===== src/rtl/task2_sweep_ctrl.sv =====
// Clocked sweep sequencer for the Task2 block: applies all 16 vectors,
// checks x/y against truth-table masks. Option macro: TASK2_STOP_ON_FAIL_EN.
module task2_sweep_ctrl #(
  parameter int unsigned  SETTLE_CYCLES = 2,
  parameter logic [15:0]  X_MASK        = 16'hCF00,
  parameter logic [15:0]  Y_MASK        = 16'h0F54
) (
  input  logic       clk,
  input  logic       rst_n,
  input  logic       start,
  output logic       a,
  output logic       b,
  output logic       c,
  output logic       d,
  input  logic       x_in,
  input  logic       y_in,
  output logic       busy,
  output logic       done,
  output logic       pass,
  output logic [5:0] err_count,
  output logic       fail_seen,
  output logic [3:0] first_fail_idx
);

  typedef enum logic [1:0] {
    IDLE,
    SETTLE,
    CHECK,
    FINISH
  } state_t;

  localparam logic [7:0] SETTLE_INIT = SETTLE_CYCLES[7:0];

`ifdef TASK2_STOP_ON_FAIL_EN
  localparam bit STOP_ON_FAIL = 1'b1;
`else
  localparam bit STOP_ON_FAIL = 1'b0;
`endif

  state_t     state;
  state_t     state_nxt;
  logic [3:0] idx;
  logic [3:0] idx_nxt;
  logic [7:0] cnt;
  logic [7:0] cnt_nxt;
  logic [3:0] vec;
  logic [3:0] vec_nxt;
  logic       busy_nxt;
  logic       done_nxt;
  logic       pass_nxt;
  logic [5:0] err_nxt;
  logic       fs_nxt;
  logic [3:0] ffi_nxt;

  logic mx;
  logic my;
  logic mism;

  assign mx   = x_in != X_MASK[idx];
  assign my   = y_in != Y_MASK[idx];
  assign mism = mx | my;

  assign a = vec[3];
  assign b = vec[2];
  assign c = vec[1];
  assign d = vec[0];

  // State register
  always_ff @(posedge clk or negedge rst_n) begin
    if (!rst_n) begin
      state <= IDLE;
    end else begin
      state <= state_nxt;
    end
  end

  // Next-state decode
  always_comb begin
    state_nxt = state;
    unique case (state)
      IDLE: begin
        if (start) state_nxt = SETTLE;
      end
      SETTLE: begin
        if (cnt == 8'd1) state_nxt = CHECK;
      end
      CHECK: begin
        if (idx == 4'd15 || (STOP_ON_FAIL && mism))
          state_nxt = FINISH;
        else
          state_nxt = SETTLE;
      end
      FINISH: begin
        state_nxt = IDLE;
      end
      default: state_nxt = IDLE;
    endcase
  end

  // Next values of the datapath and result registers
  always_comb begin
    idx_nxt  = idx;
    cnt_nxt  = cnt;
    vec_nxt  = vec;
    busy_nxt = busy;
    done_nxt = 1'b0;
    pass_nxt = pass;
    err_nxt  = err_count;
    fs_nxt   = fail_seen;
    ffi_nxt  = first_fail_idx;
    unique case (state)
      IDLE: begin
        if (start) begin
          idx_nxt  = 4'd0;
          vec_nxt  = 4'd0;
          cnt_nxt  = SETTLE_INIT;
          err_nxt  = 6'd0;
          fs_nxt   = 1'b0;
          ffi_nxt  = 4'd0;
          pass_nxt = 1'b0;
          busy_nxt = 1'b1;
        end
      end
      SETTLE: begin
        cnt_nxt = cnt - 8'd1;
      end
      CHECK: begin
        err_nxt = err_count + {5'd0, mx} + {5'd0, my};
        if (mism && !fail_seen) begin
          ffi_nxt = idx;
          fs_nxt  = 1'b1;
        end
        if (state_nxt == SETTLE) begin
          idx_nxt = idx + 4'd1;
          vec_nxt = idx + 4'd1;
          cnt_nxt = SETTLE_INIT;
        end
      end
      FINISH: begin
        done_nxt = 1'b1;
        busy_nxt = 1'b0;
        pass_nxt = err_count == 6'd0;
        vec_nxt  = 4'd0;
      end
      default: ;
    endcase
  end

  // Datapath and result registers
  always_ff @(posedge clk or negedge rst_n) begin
    if (!rst_n) begin
      idx            <= 4'd0;
      cnt            <= 8'd0;
      vec            <= 4'd0;
      busy           <= 1'b0;
      done           <= 1'b0;
      pass           <= 1'b0;
      err_count      <= 6'd0;
      fail_seen      <= 1'b0;
      first_fail_idx <= 4'd0;
    end else begin
      idx            <= idx_nxt;
      cnt            <= cnt_nxt;
      vec            <= vec_nxt;
      busy           <= busy_nxt;
      done           <= done_nxt;
      pass           <= pass_nxt;
      err_count      <= err_nxt;
      fail_seen      <= fs_nxt;
      first_fail_idx <= ffi_nxt;
    end
  end

endmodule


===== config.mk =====
export PLATFORM = sky130hd
export DESIGN_NAME = task2_sweep_ctrl
export DESIGN_NICKNAME = d
export VERILOG_FILES = /design/src/rtl/task2_sweep_ctrl.sv
export SDC_FILE = /design/constraint.sdc
export NUM_CORES = 1
export LEC_CHECK = 0
export BUFFER_PORTS_ARGS = -buffer_cell sky130_fd_sc_hd__buf_2
export CORE_MARGIN = 2
export CORE_UTILIZATION = 44
export CTS_CLUSTER_SIZE = 30
export DETAILED_ROUTE_END_ITERATION = 7
export HOLD_SLACK_MARGIN = 0.1
export PLACE_DENSITY = 0.74
export SLEW_MARGIN = 20
export SYNTH_ARGS = -nofsm -noshare
export SYNTH_HDL_FRONTEND = slang
export SYNTH_SLANG_ARGS = --single-unit

===== constraint.sdc =====
create_clock -name clk -period 2.5 [get_ports clk]
set_input_delay 0.5 -clock clk [delete_from_list [all_inputs] [get_ports clk]]
set_output_delay 0.5 -clock clk [all_outputs]
set_load 0.01 [all_outputs]

# After elaboration in Yosys (flattened, before gate mapping)
# Memory sizes are Yosys's and may differ from the RTL's.
# Cells that the tools add are included.
dict set report word_totals {
  register_bits 32
  mem_bits_ro 32
  in_bits 5
  out_inout_bits 18
  wordCells 67
  n_memories 2
}
dict set report op_classes {
  add_sub_neg 4
  n_lt_le_gt_ge 1
  n_eq_ne 11
  mux 24
  n_bitwise 1
  n_reduce_logical 14
}
# memory words word_bits read_ports rd_ports_with_merged_regs wr line_no
set mem_list {}
lappend mem_list {{(name not given)} 16 1 1 0 0 60} ;# assign my = y_in != Y_MASK[idx];
lappend mem_list {{(name not given)} 16 1 1 0 0 59} ;# assign mx = x_in != X_MASK[idx];
# op count
set ops {}
lappend ops {{one-hot mux 8 bit (3 select lines)} 1}
lappend ops {{two-way mux 8 bit} 2}
lappend ops {{one-hot mux 4 bit (2 select lines)} 2}
lappend ops {{adder 6 x 1 -> 6 bit} 2}
lappend ops {{two-way mux 4 bit} 3}
lappend ops {{one-hot mux 4 bit (3 select lines)} 1}
lappend ops {{one-hot mux 6 bit (2 select lines)} 1}
lappend ops {{AND reduction 3 bit} 4}
lappend ops {{equality test 8 x 1 -> 1 bit, second input constant} 1}
lappend ops {{one-hot mux 2 bit (4 select lines)} 1}
lappend ops {{subtractor 8 x 1 -> 8 bit, second input constant} 1}
lappend ops {{zero test 6 bit} 1}
lappend ops {{two-way mux 1 bit} 6}
lappend ops {{two-way mux 2 bit} 3}
lappend ops {{two-way mux 6 bit} 1}
lappend ops {{inequality test 2 bit, second input constant} 3}
lappend ops {{one-hot mux 1 bit (2 select lines)} 3}
lappend ops {{nonzero test 3 bit} 2}
lappend ops {{< comparator 4 x 5 -> 1 bit, second input constant} 1}
lappend ops {{adder 4 x 1 -> 4 bit, second input constant} 1}
lappend ops {{equality test 2 x 1 -> 1 bit, second input constant} 2}
lappend ops {{equality test 2 bit, second input constant} 2}
lappend ops {{equality test 4 bit, second input constant} 1}
lappend ops {{AND reduction 2 bit} 2}
lappend ops {{other kinds (6)} 8}

# Logic depth before layout (Yosys ltp)
# Gate-level depths: netlist (run 1).
dict set report logic_depth {
  depth_word 7
  depth_mapped 10
  ltp_nobuf 10
}

# Worst setup path before layout (run 1)
# OpenSTA, ideal clock, no wires.
dict set report synth_timing {
  kind {register to register}
  start {reg idx[0]}
  end {reg err_count[4]}
  setup_ns 0.079
  arrival_ns 2.169
  t_required_ns 2.421
  setup_slack_ns 0.252
  path_stages_with_launch 10
  n_path_buf 0
  synth_period_minus_slack_ns 2.248
  cell_sequence {dfrtp_1 > inv_1 > ha_1 > nor3_1 > nor3_1 > or2_2 > fa_1 > ha_1 > nand4_1 > mux2i_1}
}
dict set report synth_via {
  elab_chain_len 6
  elab_cells_between_ends 9
  classes_between {add/sub: 2; eq/ne: 2; mux: 3; memory: 2}
}
# element line_no
set synth_rtl {}
lappend synth_rtl {{start: declaration} 42} ;# logic [3:0] idx;
lappend synth_rtl {{start signal: assignment} 162} ;# idx <= idx_nxt;
lappend synth_rtl {{memory read (16 x 1 bit)} n/a}
lappend synth_rtl {{two-way mux 1 bit (not written as such)} 59}
lappend synth_rtl {{inequality test 1 bit} 59}
lappend synth_rtl {{adder 6 x 1 -> 6 bit} 128} ;# err_nxt = err_count + {5'd0, mx} + {5'd0, my};
lappend synth_rtl {{adder 6 x 1 -> 6 bit *} 128}
lappend synth_rtl {{one-hot mux 6 bit (2 select lines) *} 111} ;# unique case (state)
lappend synth_rtl {{end signal: assignment} 168} ;# err_count <= err_nxt;
lappend synth_rtl {{end: declaration} 20} ;# output logic [5:0] err_count,
# Mark *: on every way between the ends. The rest lies on a longest branch, timed or not. The select of a mux whose other input is x is not followed.
# A chain may end at the register's enable or synchronous reset.

# Worst setup path in the final report (run 1)
dict set report layout_timing {
  start {reg idx[1]}
  end {reg err_count[4]}
}
# The elaborated chain is that of the path after synthesis.

==> flow_summary.json, run 1 <==
{
  "synth_edf_count": 0,
  "diodes": 0,
  "synthArstFlopShare_pct": 100.0,
  "slew-limit-headroom_pct": 53.95,
  "via_per_inst": 5.463,
  "dr.pass1.iters": 5,
  "cts.htree.levels": 2,
  "ys_dominant_reg_cell": "dfrtp_1",
  "grt.total_usage_pct": 17.97,
  "cts_root_buf": "clkbuf_8",
  "die_x_um": 64.99,
  "clk_latency_ps": 280,
  "hold_path.class": "primary input to asynchronous set/reset pin",
  "period_needed_ps": 2285,
  "drive_above_1_share_pct": 19.70,
  "synthTopCellsByArea": "dfrtp_1 (49%), o21ai_0 (6.4%), nand2_1 (5.7%), mux2i_1 (4.3%), ha_1 (3.8%)",
  "drt-wirelength-per-cell_um": 13.43,
  "ioPinCount": 23,
  "drt_iter0_drc": 101,
  "worstPathRequired_ps": 2710,
  "antenna_found_initial": 0,
  "nets": 208,
  "dpl.cell_count": 238,
  "die_h_um": 64.99,
  "yosysTopAreaCell": "dfrtp_1",
  "ys_types": 38,
  "path_class": "register to register",
  "start_kind": "register",
  "maxCapViolCount": 0,
  "slowest_stage": "dfrtp_1",
  "p_per_area_mw_per_mm2": 865.4,
  "start_util_pct": 45.39,
  "cts_tree": "yes",
  "grt_start_max_net_pins": 33,
  "clkTransAtPathRegs_ps": 70,
  "max_stage_delay_ps": 430,
  "gp_congestion": 0.7950,
  "path_cells": "ha_1, nor3_1, nor3_1, or2_2, fa_1, ha_1, nand4_1, mux2i_1",
  "p_leak_nw": 0.9660,
  "drtAntennaViolNets": 0,
  "io_buffers": 22,
  "ys_ff_latch": 32,
  "vdd_drop_max_mv": 0.5207,
  "num_vias": 1344,
  "grt_pass1_wl_um": 5844,
  "wirelength_um": 3303,
  "worst-path-buf-inv": 0,
  "syn_inst": 171,
  "core_area_mm2": 0.003606,
  "finalSetupViolCount": 0,
  "syn_nets": 182,
  "netlist_area_mm2": 0.001637,
  "syn_to_final_growth_pct": 15.44,
  "final_cell_mix": "dfrtp_1 (32), nand2_1 (25), buf_2 (22)",
  "timing.final.crit_share_pct": 91.42,
  "final_common_cell": "dfrtp_1",
  "layoutNonFillerInstCount": 246,
  "dpl.hpwl_um": 2373,
  "worstPathArrival_ps": 2500,
  "grt_setup_unrepaired": "no",
  "grt_pass1_vias": 1294,
  "yosysWarningCount": 0,
  "setup_tns_ps": 0,
  "globalRouteOverflowTotal": 0,
  "fmax_mhz": 437.6,
  "synth_top_cell_area_share_pct": 48.93,
  "tightest_slew_ps": 690.7,
  "avgSynthCellArea_um2": 9.571,
  "cts_made_buffers": 5,
  "hold_violations": 0,
  "num_rows": 22,
  "drcViolationCount": 0,
  "hold_buffers": 0,
  "outcome": "completed",
  "cp-end-kind": "register",
  "cpLargestDelayFamily": "adder cells",
  "cts_resized": 0,
  "post_cts_buffers": 0,
  "skew_ps": 6.563,
  "clk_path_buf_depth": 2,
  "cts_sinks": 32,
  "synth.yosys.seq_area_share_pct": 48.93,
  "cp_max_fo": 6,
  "die-area_mm2": 0.004223,
  "utilization_pct": 52.39,
  "drv_slew": 0
}
-- area by class of cell --
cell class / instances / area (µm²)
inverter: 9 / 33.78
clock inverter: 2 / 10.01
clock buffer: 6 / 82.58
fill: 344 / 1717
sequential: 32 / 800.8
multi-input combinational: 124 / 769.5
tap: 48 / 60.06
timing repair buffer: 25 / 132.6
-- metrics by stage --
step / total power, mW / setup slack (ps) / instance area (µm²) / hold slack, ps
finish: 1.635 / 214.6 / 1889 / 257.9
floorplan: 1.073 / 252.0 / 1637 / 204.4
detailed placement: 1.237 / 200.2 / 1797 / 469.2
global placement: 1.216 / 263.1 / 1797 / 461.0
global route: 1.778 / 28.63 / 1889 / 308.2
CTS: 1.653 / 208.6 / 1889 / 279.8
-- worst reg2reg max path, stage by stage, from the launching register on --
cell and delay (ps):
dfrtp_1 430, ha_1 200, nor3_1 230, nor3_1 120
or2_2 300, fa_1 410, ha_1 220, nand4_1 120
mux2i_1 180
-- final timing paths --
path | depth (start not counted) | end | slack (ps) | startpoint
setup / recovery | 8 | err_count[4] | 210 | idx[1]
hold / removal | 1 | first_fail_idx[0] | 260 | rst_n
setup reg to reg | 8 | err_count[4] | 210 | idx[1]
hold reg to reg | 2 | busy | 480 | busy
max in group asynchronous | 1 | idx[0] | 1800 | rst_n
min in group clk | 2 | busy | 480 | busy
-- registers in the layout (all words and copies together) (netlist names) --
signal and cells:
busy 1, cnt 8, done 1, err_count 6, fail_seen 1, first_fail_idx 4, idx 4, pass 1
state 2, vec 4
-- power breakdown --
part | switching [mW] | internal [mW]
Clock | 0.186 | 0.219
Sequential | 0.108 | 0.638
Combinational | 0.278 | 0.207
Total | 0.571 | 1.06
-- routing by layer --
layer,wire [µm],GRT usage (%),share of wire [%],vias to the layer above
met3,178,5.903,5.4,5
met2,1624,30.41,49,35
met1,1468,22.04,44,646
met4,31,4.521,0.94,0
met5,0,0,0,-
li1,-,-,-,658
-- synthesized netlist by cell type (all sizes together), types with 2 or more instances --
| library cell | n |
|---|---|
| inv | 9 |
| a22o | 4 |
| o21ai | 21 |
| nor3 | 5 |
| mux2i | 7 |
| a21oi | 6 |
| nand3 | 7 |
| o41ai | 3 |
| buf | 3 |
| nand2b | 3 |
| nor4 | 2 |
| clkbuf | 3 |
| nor2 | 12 |
| or2 | 2 |
| dfrtp | 32 |
| nand4 | 3 |
| a211oi | 2 |
| o21a | 2 |
| ha | 5 |
| nand2 | 25 |
| a31o | 2 |
-- cell families (layout without fill, tap and decap cells) --
logic type,count (synthesis),in the layout,share of synthesized area [%]
compound gates,47,47,19.50
mux,7,7,4.282
flops,32,32,48.93
buf+inv,15,42,4.052
simple gates,63,63,17.66
fa+ha+maj,6,6,5.046
xor+xnor,1,1,0.5353
Note: power is estimated with default switching activity, not from simulation.
==> run 2: changes to the inputs <==
CELL_PAD_IN_SITES_DETAIL_PLACEMENT = 0   (was not set)
CELL_PAD_IN_SITES_GLOBAL_PLACEMENT = 2   (was not set)
CORE_UTILIZATION = 34   (was 44)
PLACE_DENSITY = 0.86   (was 0.74)
REMOVE_ABC_BUFFERS = 1   (was not set)
==> flow_summary.json, run 2 (synthesis gave the netlist of run 1 again) <==
{
  "worst-path-buf-inv": 1,
  "clkTransAtPathRegs_ps": 70,
  "top_regs": "cnt x8, err_count x6",
  "antenna_found_initial": 0,
  "hold_violations": 0,
  "drt_iter0_drc": 89,
  "drcViolationCount": 0,
  "worstPathArrival_ps": 2500,
  "grt_pass1_vias": 1355,
  "globalRouteOverflowTotal": 0,
  "power_mw": 1.779,
  "fmax_mhz": 436.5,
  "path_class": "register to register",
  "num_rows": 25,
  "drt-wirelength-per-cell_um": 14.17,
  "drive_above_1_share_pct": 20.20,
  "p_per_area_mw_per_mm2": 919.0,
  "start_util_pct": 34.88,
  "die_x_um": 73.38,
  "cts_tree": "yes",
  "r2r-start": "idx[0]",
  "cp_max_fo": 5,
  "drtAntennaViolNets": 0,
  "cts_root_buf": "clkbuf_8",
  "syn_to_final_growth_pct": 18.27,
  "dpl.hpwl_um": 2547,
  "grt_setup_unrepaired": "no",
  "vdd_drop_max_mv": 0.4327,
  "cts_sinks": 32,
  "maxCapViolCount": 0,
  "regMostFlops": "cnt",
  "ioPinCount": 23,
  "diodes": 0,
  "setup_tns_ps": 0,
  "grt_pass1_wl_um": 6265,
  "grt.total_usage_pct": 15.45,
  "whs_ps": 259.7,
  "hold_buffers": 0,
  "cpLargestDelayFamily": "adder cells",
  "tightest_slew_ps": 713.5,
  "grt_start_max_net_pins": 33,
  "num_vias": 1349,
  "finalSetupViolCount": 0,
  "wirelength_um": 3572,
  "skew_ps": 9.123,
  "die_h_um": 73.38,
  "cts.htree.levels": 2,
  "slowest_stage": "fa_1",
  "final_cell_mix": "dfrtp_1 (32), nand2_1 (25), buf_2 (22)",
  "io_buffers": 22,
  "dr.pass1.iters": 4,
  "final_cell_area_mm2": 0.001936,
  "clk_latency_ps": 290,
  "nets": 208,
  "period_needed_ps": 2291,
  "via_per_inst": 5.353,
  "gp_congestion": 0.8922,
  "outcome": "completed",
  "max_stage_delay_ps": 410,
  "p_leak_nw": 0.9806,
  "post_cts_buffers": 0,
  "cts_made_buffers": 5,
  "cp-end-kind": "register",
  "cts_resized": 0,
  "slew-limit-headroom_pct": 52.43,
  "start_kind": "register",
  "hold_path.class": "primary input to asynchronous set/reset pin",
  "place_area_mm2": 0.001804,
  "crit_start": "idx[0]",
  "final_common_cell": "dfrtp_1",
  "die-area_mm2": 0.005385,
  "largest_reg_flops": 8,
  "drv_slew": 0,
  "worstPathRequired_ps": 2710,
  "cp_common_cell": "o21a_1",
  "path_cells": "buf_4, o21a_1, o21a_1, or2_2, fa_1, ha_1, nand4_1, mux2i_1",
  "clk_path_buf_depth": 2,
  "timing.final.crit_share_pct": 91.63,
  "core_area_mm2": 0.004692,
  "nFillCells": 466
}
==> run 2: per-stage QoR <==
step,std cells,util [%],worst slack (ps)
after detailed placement,244,38.45,173.2
after CTS,252,41.15,151.8
final,252,41.25,209.2
after floorplan,165,-,251.9
after global placement,244,38.45,252.9
after global routing,252,41.25,47.91
==> run 2: final timing paths <==
check	cells after the start	to	slack, ps
max	8	err_count[4]	210
min	1	idx[3]	260
max reg2reg	8	err_count[4]	210
min reg2reg	2	busy	470
max in group asynchronous	1	cnt[6]	1770
min in group clk	2	busy	470
==> run 2: final cells by class <==
cell class | instances | area, µm² | share of cell area [%]
clock buffers | 7 | 96.34 | 4.977
inverters | 9 | 33.78 | 1.745
multi-input cells | 124 | 774.5 | 40.01
well taps | 54 | 67.56 | 3.491
flip-flops and latches | 32 | 800.8 | 41.37
repair buffers | 25 | 132.6 | 6.852
clock inverters | 1 | 30.03 | 1.551
==> run 2: report_power, final <==
group | switching, mW | leakage (nW) | total (mW) | internal [mW]
combinational | 0.275 | 0.492 | 0.482 | 0.207
sequential | 0.112 | 0.424 | 0.750 | 0.638
clock | 0.195 | 0.0645 | 0.547 | 0.352
total | 0.582 | 0.981 | 1.78 | 1.20
==> run 2: worst register-to-register path: stages (launching register included) <==
cell     delay (ps)
dfrtp_1         380
buf_4           160
o21a_1          190
o21a_1          220
or2_2           310
fa_1            410
ha_1            230
nand4_1         120
mux2i_1         200
==> run 2: per-layer routing <==
metal	vias to the layer above	global-route usage [%]	routed length, µm
li1	659	-	-
met1	646	19.17	1616
met2	31	24.92	1681
met3	13	3.292	153
met4	0	8.687	121
met5	-	0	0
